--- src/rtl/bram_load_arbiter_if.sv ---
// Stream-side and BRAM-side signals of the three-source BRAM line loader.
// The arbiter takes the slave modport; the pipe/BRAM side takes the master modport.
interface bram_load_arbiter_if #(
    parameter int BURST_LEN = 8,
    parameter int D_AW      = 10,
    parameter int W_AW      = 13,
    parameter int B_AW      = 10
);
    logic [2:0]               src_valid;
    logic [47:0]              src_data;
    logic [2:0]               src_ready;
    logic [16*BURST_LEN-1:0]  line_data;
    logic                     d_we;
    logic                     w_we;
    logic                     b_we;
    logic [D_AW-1:0]          d_addr;
    logic [W_AW-1:0]          w_addr;
    logic [B_AW-1:0]          b_addr;
    logic                     d_full;
    logic                     w_full;
    logic                     b_full;
    logic                     busy;

    modport master (
        output src_valid, src_data,
        input  src_ready, line_data, d_we, w_we, b_we,
               d_addr, w_addr, b_addr, d_full, w_full, b_full, busy
    );

    modport slave (
        input  src_valid, src_data,
        output src_ready, line_data, d_we, w_we, b_we,
               d_addr, w_addr, b_addr, d_full, w_full, b_full, busy
    );
endinterface

--- src/rtl/bram_load_arbiter.sv ---
// Round-robin burst arbiter that packs BURST_LEN halfwords from one of three
// sources into a line and writes it to that source's BRAM at an auto address.
module bram_load_arbiter #(
    parameter int BURST_LEN = 8,
    parameter int D_AW      = 10,
    parameter int W_AW      = 13,
    parameter int B_AW      = 10
) (
    input  logic               clk,
    input  logic               rst_n,
    input  logic               clr,
    bram_load_arbiter_if.slave bus
);
    localparam int LINE_W = 16 * BURST_LEN;
    localparam int CNT_W  = (BURST_LEN > 2) ? $clog2(BURST_LEN) : 1;
    localparam logic [CNT_W-1:0] CNT_LAST = CNT_W'(BURST_LEN - 1);

    typedef enum logic [1:0] {
        IDLE  = 2'd0,
        FILL  = 2'd1,
        WRITE = 2'd2
    } state_t;

    state_t            state;
    logic [2:0]        grant_oh;
    logic [1:0]        grant_idx;
    logic [1:0]        last_grant;
    logic [CNT_W-1:0]  cnt;
    logic [LINE_W-1:0] line_q;
    logic [2:0]        we_q;
    logic [2:0]        full_q;
    logic [D_AW-1:0]   d_addr_q;
    logic [W_AW-1:0]   w_addr_q;
    logic [B_AW-1:0]   b_addr_q;

    logic [2:0]        wrap_now;
    logic [2:0]        eligible;
    logic [2:0]        pick_oh;
    logic [1:0]        pick_idx;
    logic              found;
    logic              accept;
    logic [15:0]       hw;
    int                rr_k;

    // The write strobe trails WRITE by one cycle, so a line landing on the last
    // address must already count as full for the grant made in that same cycle.
    assign wrap_now = {we_q[2] && (b_addr_q == '1),
                       we_q[1] && (w_addr_q == '1),
                       we_q[0] && (d_addr_q == '1)};
    assign eligible = bus.src_valid & ~(full_q | wrap_now);

    always_comb begin
        pick_oh  = 3'b000;
        pick_idx = 2'd0;
        found    = 1'b0;
        rr_k     = 0;
        for (int i = 1; i <= 3; i++) begin
            rr_k = (int'(last_grant) + i) % 3;
            if (!found && eligible[rr_k]) begin
                found          = 1'b1;
                pick_oh[rr_k]  = 1'b1;
                pick_idx       = rr_k[1:0];
            end
        end
    end

    always_comb begin
        hw = bus.src_data[15:0];
        case (grant_idx)
            2'd1:    hw = bus.src_data[31:16];
            2'd2:    hw = bus.src_data[47:32];
            default: hw = bus.src_data[15:0];
        endcase
    end

    assign accept = (state == FILL) && (|(bus.src_valid & grant_oh));

    always_ff @(posedge clk or negedge rst_n) begin
        if (!rst_n) begin
            state      <= IDLE;
            grant_oh   <= 3'b000;
            grant_idx  <= 2'd0;
            last_grant <= 2'd2;
            cnt        <= '0;
            line_q     <= '0;
            we_q       <= 3'b000;
            full_q     <= 3'b000;
            d_addr_q   <= '0;
            w_addr_q   <= '0;
            b_addr_q   <= '0;
        end else if (clr) begin
            state      <= IDLE;
            grant_oh   <= 3'b000;
            grant_idx  <= 2'd0;
            last_grant <= 2'd2;
            cnt        <= '0;
            line_q     <= '0;
            we_q       <= 3'b000;
            full_q     <= 3'b000;
            d_addr_q   <= '0;
            w_addr_q   <= '0;
            b_addr_q   <= '0;
        end else begin
            we_q <= 3'b000;
            case (state)
                IDLE: begin
                    if (found) begin
                        grant_oh  <= pick_oh;
                        grant_idx <= pick_idx;
                        cnt       <= '0;
                        state     <= FILL;
                    end
                end
                FILL: begin
                    if (accept) begin
                        line_q <= {hw, line_q[LINE_W-1:16]};
                        cnt    <= cnt + 1'b1;
                        if (cnt == CNT_LAST) begin
                            state <= WRITE;
                        end
                    end
                end
                WRITE: begin
                    we_q       <= grant_oh;
                    last_grant <= grant_idx;
                    state      <= IDLE;
                end
                default: state <= IDLE;
            endcase

            // Address post-increments on the edge that completes the write.
            if (we_q[0]) begin
                d_addr_q <= d_addr_q + 1'b1;
                if (wrap_now[0]) full_q[0] <= 1'b1;
            end
            if (we_q[1]) begin
                w_addr_q <= w_addr_q + 1'b1;
                if (wrap_now[1]) full_q[1] <= 1'b1;
            end
            if (we_q[2]) begin
                b_addr_q <= b_addr_q + 1'b1;
                if (wrap_now[2]) full_q[2] <= 1'b1;
            end
        end
    end

    assign bus.src_ready = (state == FILL) ? grant_oh : 3'b000;
    assign bus.line_data = line_q;
    assign bus.d_we      = we_q[0];
    assign bus.w_we      = we_q[1];
    assign bus.b_we      = we_q[2];
    assign bus.d_addr    = d_addr_q;
    assign bus.w_addr    = w_addr_q;
    assign bus.b_addr    = b_addr_q;
    assign bus.d_full    = full_q[0];
    assign bus.w_full    = full_q[1];
    assign bus.b_full    = full_q[2];
    assign bus.busy      = (state != IDLE);

endmodule

--- src/flat_wrapper.sv ---
// flat-port wrapper written by rule: the top's interface ports become plain ports
module bram_load_arbiter_flat 
#(
    parameter int BURST_LEN = 8,
    parameter int D_AW      = 10,
    parameter int W_AW      = 13,
    parameter int B_AW      = 10
)
  (clk, rst_n, clr, bus_src_valid, bus_src_data, bus_src_ready, bus_line_data, bus_d_we, bus_w_we, bus_b_we, bus_d_addr, bus_w_addr, bus_b_addr, bus_d_full, bus_w_full, bus_b_full, bus_busy);
  bram_load_arbiter_if #(.BURST_LEN(BURST_LEN), .D_AW(D_AW), .W_AW(W_AW), .B_AW(B_AW)) bus_i ();
  input  logic clk;
  input  logic rst_n;
  input  logic clr;
  input wire logic [$bits(bus_i.src_valid)-1:0] bus_src_valid;
  input wire logic [$bits(bus_i.src_data)-1:0] bus_src_data;
  output wire logic [$bits(bus_i.src_ready)-1:0] bus_src_ready;
  output wire logic [$bits(bus_i.line_data)-1:0] bus_line_data;
  output wire logic [$bits(bus_i.d_we)-1:0] bus_d_we;
  output wire logic [$bits(bus_i.w_we)-1:0] bus_w_we;
  output wire logic [$bits(bus_i.b_we)-1:0] bus_b_we;
  output wire logic [$bits(bus_i.d_addr)-1:0] bus_d_addr;
  output wire logic [$bits(bus_i.w_addr)-1:0] bus_w_addr;
  output wire logic [$bits(bus_i.b_addr)-1:0] bus_b_addr;
  output wire logic [$bits(bus_i.d_full)-1:0] bus_d_full;
  output wire logic [$bits(bus_i.w_full)-1:0] bus_w_full;
  output wire logic [$bits(bus_i.b_full)-1:0] bus_b_full;
  output wire logic [$bits(bus_i.busy)-1:0] bus_busy;
  assign bus_i.src_valid = bus_src_valid;
  assign bus_i.src_data = bus_src_data;
  assign bus_src_ready = bus_i.src_ready;
  assign bus_line_data = bus_i.line_data;
  assign bus_d_we = bus_i.d_we;
  assign bus_w_we = bus_i.w_we;
  assign bus_b_we = bus_i.b_we;
  assign bus_d_addr = bus_i.d_addr;
  assign bus_w_addr = bus_i.w_addr;
  assign bus_b_addr = bus_i.b_addr;
  assign bus_d_full = bus_i.d_full;
  assign bus_w_full = bus_i.w_full;
  assign bus_b_full = bus_i.b_full;
  assign bus_busy = bus_i.busy;
  bram_load_arbiter #(.BURST_LEN(BURST_LEN), .D_AW(D_AW), .W_AW(W_AW), .B_AW(B_AW)) u_core (.clk(clk), .rst_n(rst_n), .clr(clr), .bus(bus_i));
endmodule
--- config.mk ---
export PLATFORM = sky130hd
export DESIGN_NAME = bram_load_arbiter_flat
export DESIGN_NICKNAME = d
export VERILOG_FILES = /design/src/rtl/bram_load_arbiter_if.sv /design/src/rtl/bram_load_arbiter.sv /design/src/flat_wrapper.sv
export SDC_FILE = /design/constraint.sdc
export NUM_CORES = 1
export LEC_CHECK = 0
export CAP_MARGIN = 10
export CELL_PAD_IN_SITES_DETAIL_PLACEMENT = 2
export CELL_PAD_IN_SITES_GLOBAL_PLACEMENT = 2
export CORE_ASPECT_RATIO = 1.1
export CORE_MARGIN = 4
export CORE_UTILIZATION = 30
export DETAILED_ROUTE_END_ITERATION = 8
export PLACE_DENSITY_LB_ADDON = 0.1
export RECOVER_POWER = 50
export REMOVE_ABC_BUFFERS = 1
export SLEW_MARGIN = 20
export SYNTH_ARGS = -nofsm -noshare
export SYNTH_HDL_FRONTEND = slang
export SYNTH_SLANG_ARGS = --single-unit
--- constraint.sdc ---
create_clock -name clk -period 6.62 [get_ports clk]
set_input_delay 1.655 -clock clk [delete_from_list [all_inputs] [get_ports clk]]
set_output_delay 1.655 -clock clk [all_outputs]
set_load 0.01 [all_outputs]
==> results of run 1 <==
-- path summary, 6_finish.rpt --
check | startpoint | end | slack, ns
max in group asynchronous | rst_n | u_core.bus.line_data[31] | 2.44
worst max-delay path | clr | u_core.bus.w_addr[10] | 2.07
worst max register to register | u_core.state[0] | u_core.bus.line_data[61] | 3.71
worst min-delay path | u_core.bus.line_data[7] | u_core.bus.line_data[7] | 0.52
min in group asynchronous | rst_n | u_core.bus.line_data[33] | 1.25
worst min register to register | u_core.bus.line_data[7] | u_core.bus.line_data[7] | 0.52
-- cell usage after synthesis, types with 2 or more instances --
cell / instances / area share, %
a21oi_1: 139 / 8.7
a22o_1: 3 / 0.33
a22oi_1: 19 / 1.8
a31oi_1: 2 / 0.16
a32o_1: 3 / 0.38
and2_1: 6 / 0.47
and3_1: 5 / 0.39
and4_1: 2 / 0.22
clkbuf_1: 55 / 2.6
dfrtp_1: 178 / 56
ha_1: 11 / 1.7
inv_1: 11 / 0.52
mux2_2: 2 / 0.28
mux2i_1: 3 / 0.38
nand2_1: 289 / 14
nand2b_1: 2 / 0.16
nand3_1: 3 / 0.19
nand4_1: 11 / 0.86
nor2_1: 46 / 2.2
nor2b_1: 3 / 0.23
nor3_1: 4 / 0.25
nor3b_1: 2 / 0.19
o21ai_0: 23 / 1.4
or3_1: 8 / 0.63
xnor2_1: 8 / 0.88
xor2_1: 16 / 1.8
-- power by group --
part | internal, mW | switching, mW | total, mW
registers | 1.10 | 0.00524 | 1.10
clock network | 0.539 | 0.487 | 1.03
logic | 0.0540 | 0.100 | 0.154
-- worst max-delay path: stages --
cell and delay, ns:
buf_6 0.62, clkbuf_1 2.12, nor2_1 0.20
-- area by class of cell --
cell class | instances | area share [%]
Clock buffer | 17 | 3.82
Clock inverter | 15 | 1.51
Inverter | 12 | 0.405
Multi-Input combinational cell | 635 | 29.4
Sequential cell | 179 | 40.3
Tap cell | 352 | 3.96
Timing Repair Buffer | 231 | 20.7
-- kinds of logic after synthesis --
kind of cell    synth area share [%]
fa+ha+maj                       1.72
xor+xnor                        2.63
buf+inv                         3.26
flops                           56.1
compound gates                  15.2
simple gates                    20.1
mux                            0.986
-- metal layers --
metal,GRT usage (%),vias up,wire length [um]
li1,-,3336,-
met1,22.5,3581,11600
met2,31.3,136,13500
met3,3.29,11,865
met4,3.32,0,209
met5,0,-,0
-- layout by cell type (no fill, tap or decap), drive strengths merged, types with 9 or more instances in the layout --
| cell | count |
|---|---|
| a21oi | 140 |
| a22oi | 19 |
| clkbuf | 20 |
| clkdlybuf4s50 | 174 |
| dfrtp | 178 |
| dlygate4sd3 | 48 |
| ha | 11 |
| inv | 19 |
| nand2 | 289 |
| nand4 | 13 |
| nor2 | 47 |
| o21ai | 24 |
| or3 | 9 |
| xor2 | 16 |
-- registers in the layout, indices dropped and copies added (netlist names) --
signal / count
u_core.bus.w_addr: 13
u_core.grant_oh: 3
u_core.state: 2
u_core.bus.line_data: 128
u_core.bus.b_addr: 10
u_core.bus.d_addr: 10
u_core.last_grant: 2
u_core.grant_idx: 2
u_core.we_q: 3
u_core.cnt: 3
u_core.full_q: 3
==> results.toml, run 1 <==
[outcome]
status = "complete, but fails checks"
violations = "max-capacitance violations, max-slew violations"

[routing]
ant_nets = 0
vias = 7064
routed_wl_um = 26100
first_pass_iters = 4
drt-initial-drc-count = 302
post-route-drc-count = 0
vias_per_cell = 4.90
wl_per_cell_um = 18.1

[place]
place.gp.congestion = 0.750
placed_area_um2 = 10500
place_ws_ns = 1.86
dp_hpwl_um = 17500
dp.cells = 1408
port_buffers = 224

[flow_run]
cap_violations = 2

[yosys]
seq_area_frac_synth_pct = 56.1
ys_ff_latch = 179
syn_avg_cell_area_um2 = 9.05
synthCells = 883
synth_async_sr_flop_share_pct = 100
ys_dominant_reg_cell = "dfrtp_1"
syn_area_um2 = 7990
ys_warn_count = 0
synth_cell_type_count = 55
synth_edf_count = 0

[clock_tree]
cts_resized = 0
insertion_delay_ns = 0.43
clk_path_buf_depth = 2
clock_sinks = 179
ctsRootBufferMaster = "clkbuf_16"
cts_max_level = 4
cts_tree = "built"
cts_hold_buf = 0
cts.clk_slew.worst_paths_ns = 0.08
cts-buffers-inserted = 17
cts_setup_buffers = 0

[grt]
grt_pass1_vias = 7590
grt_pass1_wl_um = 41400
grt.total_usage_pct = 17.6
grt_max_degree = 114
antenna_found_initial = 0
grt.overflow.total = 0

[die]
die_y_um = 179
die_w_um = 164
io_pins = 225
rows = 62
start_util_pct = 30.6
die_area_um2 = 29300
core_um2 = 26100

[critical_path]
r2r_cells = 6
crit_path_start_kind = "input pin"
cp_max_fo = 113
worst_ep_arrival_time_ns = 4.72
crit_type = "in2reg"
worstPathRequired_ns = 6.79
crit_path_end_kind = "flip-flop"

[sta]
relSlewSlack_pct = -95.4
holdWs_ns = 0.520
max_freq_mhz = 220
fin_setup_tns_ns = 0
worst_pin_slew_ns = 2.93
rsz0062_at_grt = "false"
finalHoldViolCount = 0
finalCritPeriodShare_pct = 68.7
fin_ws_ns = 2.07
finalClockSkew_ns = 0.0134
setup_violations = 0
slew_violations = 160
min_period_ns = 4.55

[finish]
fillCellCount = 2843
nNetsFinal = 1141
final_util_pct = 42.6
seq_area_um2 = 4480
antennaDiodeCount = 0
syn2layout_area_growth_pct = 39.2
drive_gt1_share_pct = 5.23
final_cells = 1441
multiInputGateArea_um2 = 3270
postLayoutCellArea_um2 = 11100

[pwr]
ir_worst_vdd_v = 0.000123
p_total_mw = 2.28
power_density_nw_per_um2 = 205
power.leakage_nw = 4.68

[worst_hold_path]
min_path_cells = 2
hp-class = "reg2reg"
(Power assumes the default switching activity.)
==> run 2, diff against run 1 <==
--- a/config.mk
+++ b/config.mk
@@ -10,7 +10,7 @@
 export CELL_PAD_IN_SITES_GLOBAL_PLACEMENT = 2
 export CORE_ASPECT_RATIO = 1.1
 export CORE_MARGIN = 4
-export CORE_UTILIZATION = 30
+export CORE_UTILIZATION = 25
 export DETAILED_ROUTE_END_ITERATION = 8
 export PLACE_DENSITY_LB_ADDON = 0.1
 export RECOVER_POWER = 50
==> constraint.sdc (replaced) <==
create_clock -name clk -period 3.8 [get_ports clk]
set_input_delay 0.95 -clock clk [delete_from_list [all_inputs] [get_ports clk]]
set_output_delay 0.95 -clock clk [all_outputs]
set_load 0.01 [all_outputs]
==> results.toml, run 2 (synthesis results as in run 1) <==
[critical_path]
crit_path_start_kind = "flip-flop"
crit_type = "reg2out"
worstPathRequired_ns = 2.85
crit_path_end_kind = "output pin"
r2r_cells = 8
worst_ep_arrival_time_ns = 2.21
cp_max_fo = 9

[pwr]
power_density_nw_per_um2 = 356
ir_worst_vdd_v = 0.000212
power.leakage_nw = 4.69

[clock_tree]
cts_max_level = 4
cts_hold_buf = 0
cts.clk_slew.worst_paths_ns = 0.07
cts_setup_buffers = 0
cts_resized = 0
insertion_delay_ns = 0.44
clk_path_buf_depth = 2
ctsRootBufferMaster = "clkbuf_16"
clock_sinks = 179
cts-buffers-inserted = 17
cts_tree = "built"

[grt]
antenna_found_initial = 1
grt_max_degree = 129
grt.total_usage_pct = 15.4
grt.overflow.total = 0
use_met1_pct = 20.4
gr-usage-met2_pct = 25.9
grt_busiest_layer = "met2"
grt_pass1_vias = 7576
grt_pass1_wl_um = 43100
gr-usage-met3_pct = 3.29

[finish]
nNetsFinal = 1143
postLayoutCellArea_um2 = 11300
drive_gt1_share_pct = 5.32
syn2layout_area_growth_pct = 41.1
final_common_cell = "nand2_1"
layout_common_cells = "nand2_1, clkdlybuf4s50_1, dfrtp_1, a21oi_1, nor2_1"
largest_reg_flops = 128

[place]
place.gp.congestion = 0.757
placed_area_um2 = 10700
port_buffers = 224
dp_hpwl_um = 17900

[sta]
relSlewSlack_pct = -49.7
setup_violations = 0
worst_pin_slew_ns = 2.24
max_freq_mhz = 316
finalClockSkew_ns = 0.0149
finalHoldViolCount = 0
min_period_ns = 3.16
fin_setup_tns_ns = 0
rsz0062_at_grt = "false"
slew_violations = 160
finalCritPeriodShare_pct = 83.2

[routing]
vias = 7075
drt-initial-drc-count = 330
first_pass_iters = 4
routed_wl_um = 27000
vias_per_cell = 4.68
post-route-drc-count = 0
ant_nets = 0
wl_per_cell_um = 17.8

[die]
start_util_pct = 25.4
io_pins = 225
rows = 68
die_area_um2 = 34900
die_w_um = 178
die_y_um = 196
core_um2 = 31500

[outcome]
status = "complete, but fails checks"
violations = "max-capacitance violations, max-slew violations"

[worst_hold_path]
min_path_cells = 2
hp-class = "reg2reg"

[flow_run]
cap_violations = 2
## run 2: critical path, stage by stage (launching register included)
cell             delay, ns
dfrtp_1               0.51
nor2b_1               0.51
and2_1                0.22
clkdlybuf4s50_1       0.54
## run 2: final cells by class
class / instances / area [um2]
fillers: 3501 / 20200
flip-flops and latches: 179 / 4480
multi-input cells: 635 / 3270
repair buffers: 233 / 2360
well taps: 420 / 526
clock buffers: 20 / 447
clock inverters: 12 / 145
inverters: 12 / 45.0
diodes: 1 / 2.50
## run 2: layer usage
layer / wire length (um) / vias to the layer above
li1: - / 3342
met5: 0 / -
met3: 1080 / 16
met4: 222 / 0
met2: 13300 / 137
met1: 12400 / 3580
## run 2: stage by stage
step | utilization, % | total power [mW] | hold slack, ns | worst slack [ns] | instances
finish | 35.8 | 4.02 | 0.518 | 0.640 | 1512
global placement | 34.0 | 2.25 | 0.509 | 0.595 | 1479
floorplan | - | 2.04 | 0.483 | -1.79 | 826
CTS | 35.9 | 4.11 | 0.528 | 0.554 | 1511
detailed placement | 34.0 | 2.25 | 0.518 | 0.524 | 1479
global route | 35.8 | 4.20 | 0.549 | 0.471 | 1512
## run 2: worst paths after layout
| kind | slack, ns | to | startpoint |
|---|---|---|---|
| worst max-delay path | 0.64 | bus_src_ready[1] | u_core.state[0] |
| worst min-delay path | 0.52 | u_core.bus.line_data[1] | u_core.bus.line_data[1] |
| worst max register to register | 1.11 | u_core.cnt[1] | u_core.bus.w_addr[0] |
| worst min register to register | 0.52 | u_core.bus.line_data[1] | u_core.bus.line_data[1] |
| max in group asynchronous | 1.30 | u_core.bus.line_data[20] | rst_n |
| min in group asynchronous | 1.15 | u_core.bus.line_data[11] | rst_n |
## run 2: report_power, final
part / switching, mW / leakage (nW) / internal [mW]
registers: 0.00939 / 2.49 / 1.91
clock network: 0.812 / 0.283 / 1.00
logic: 0.178 / 1.91 / 0.102
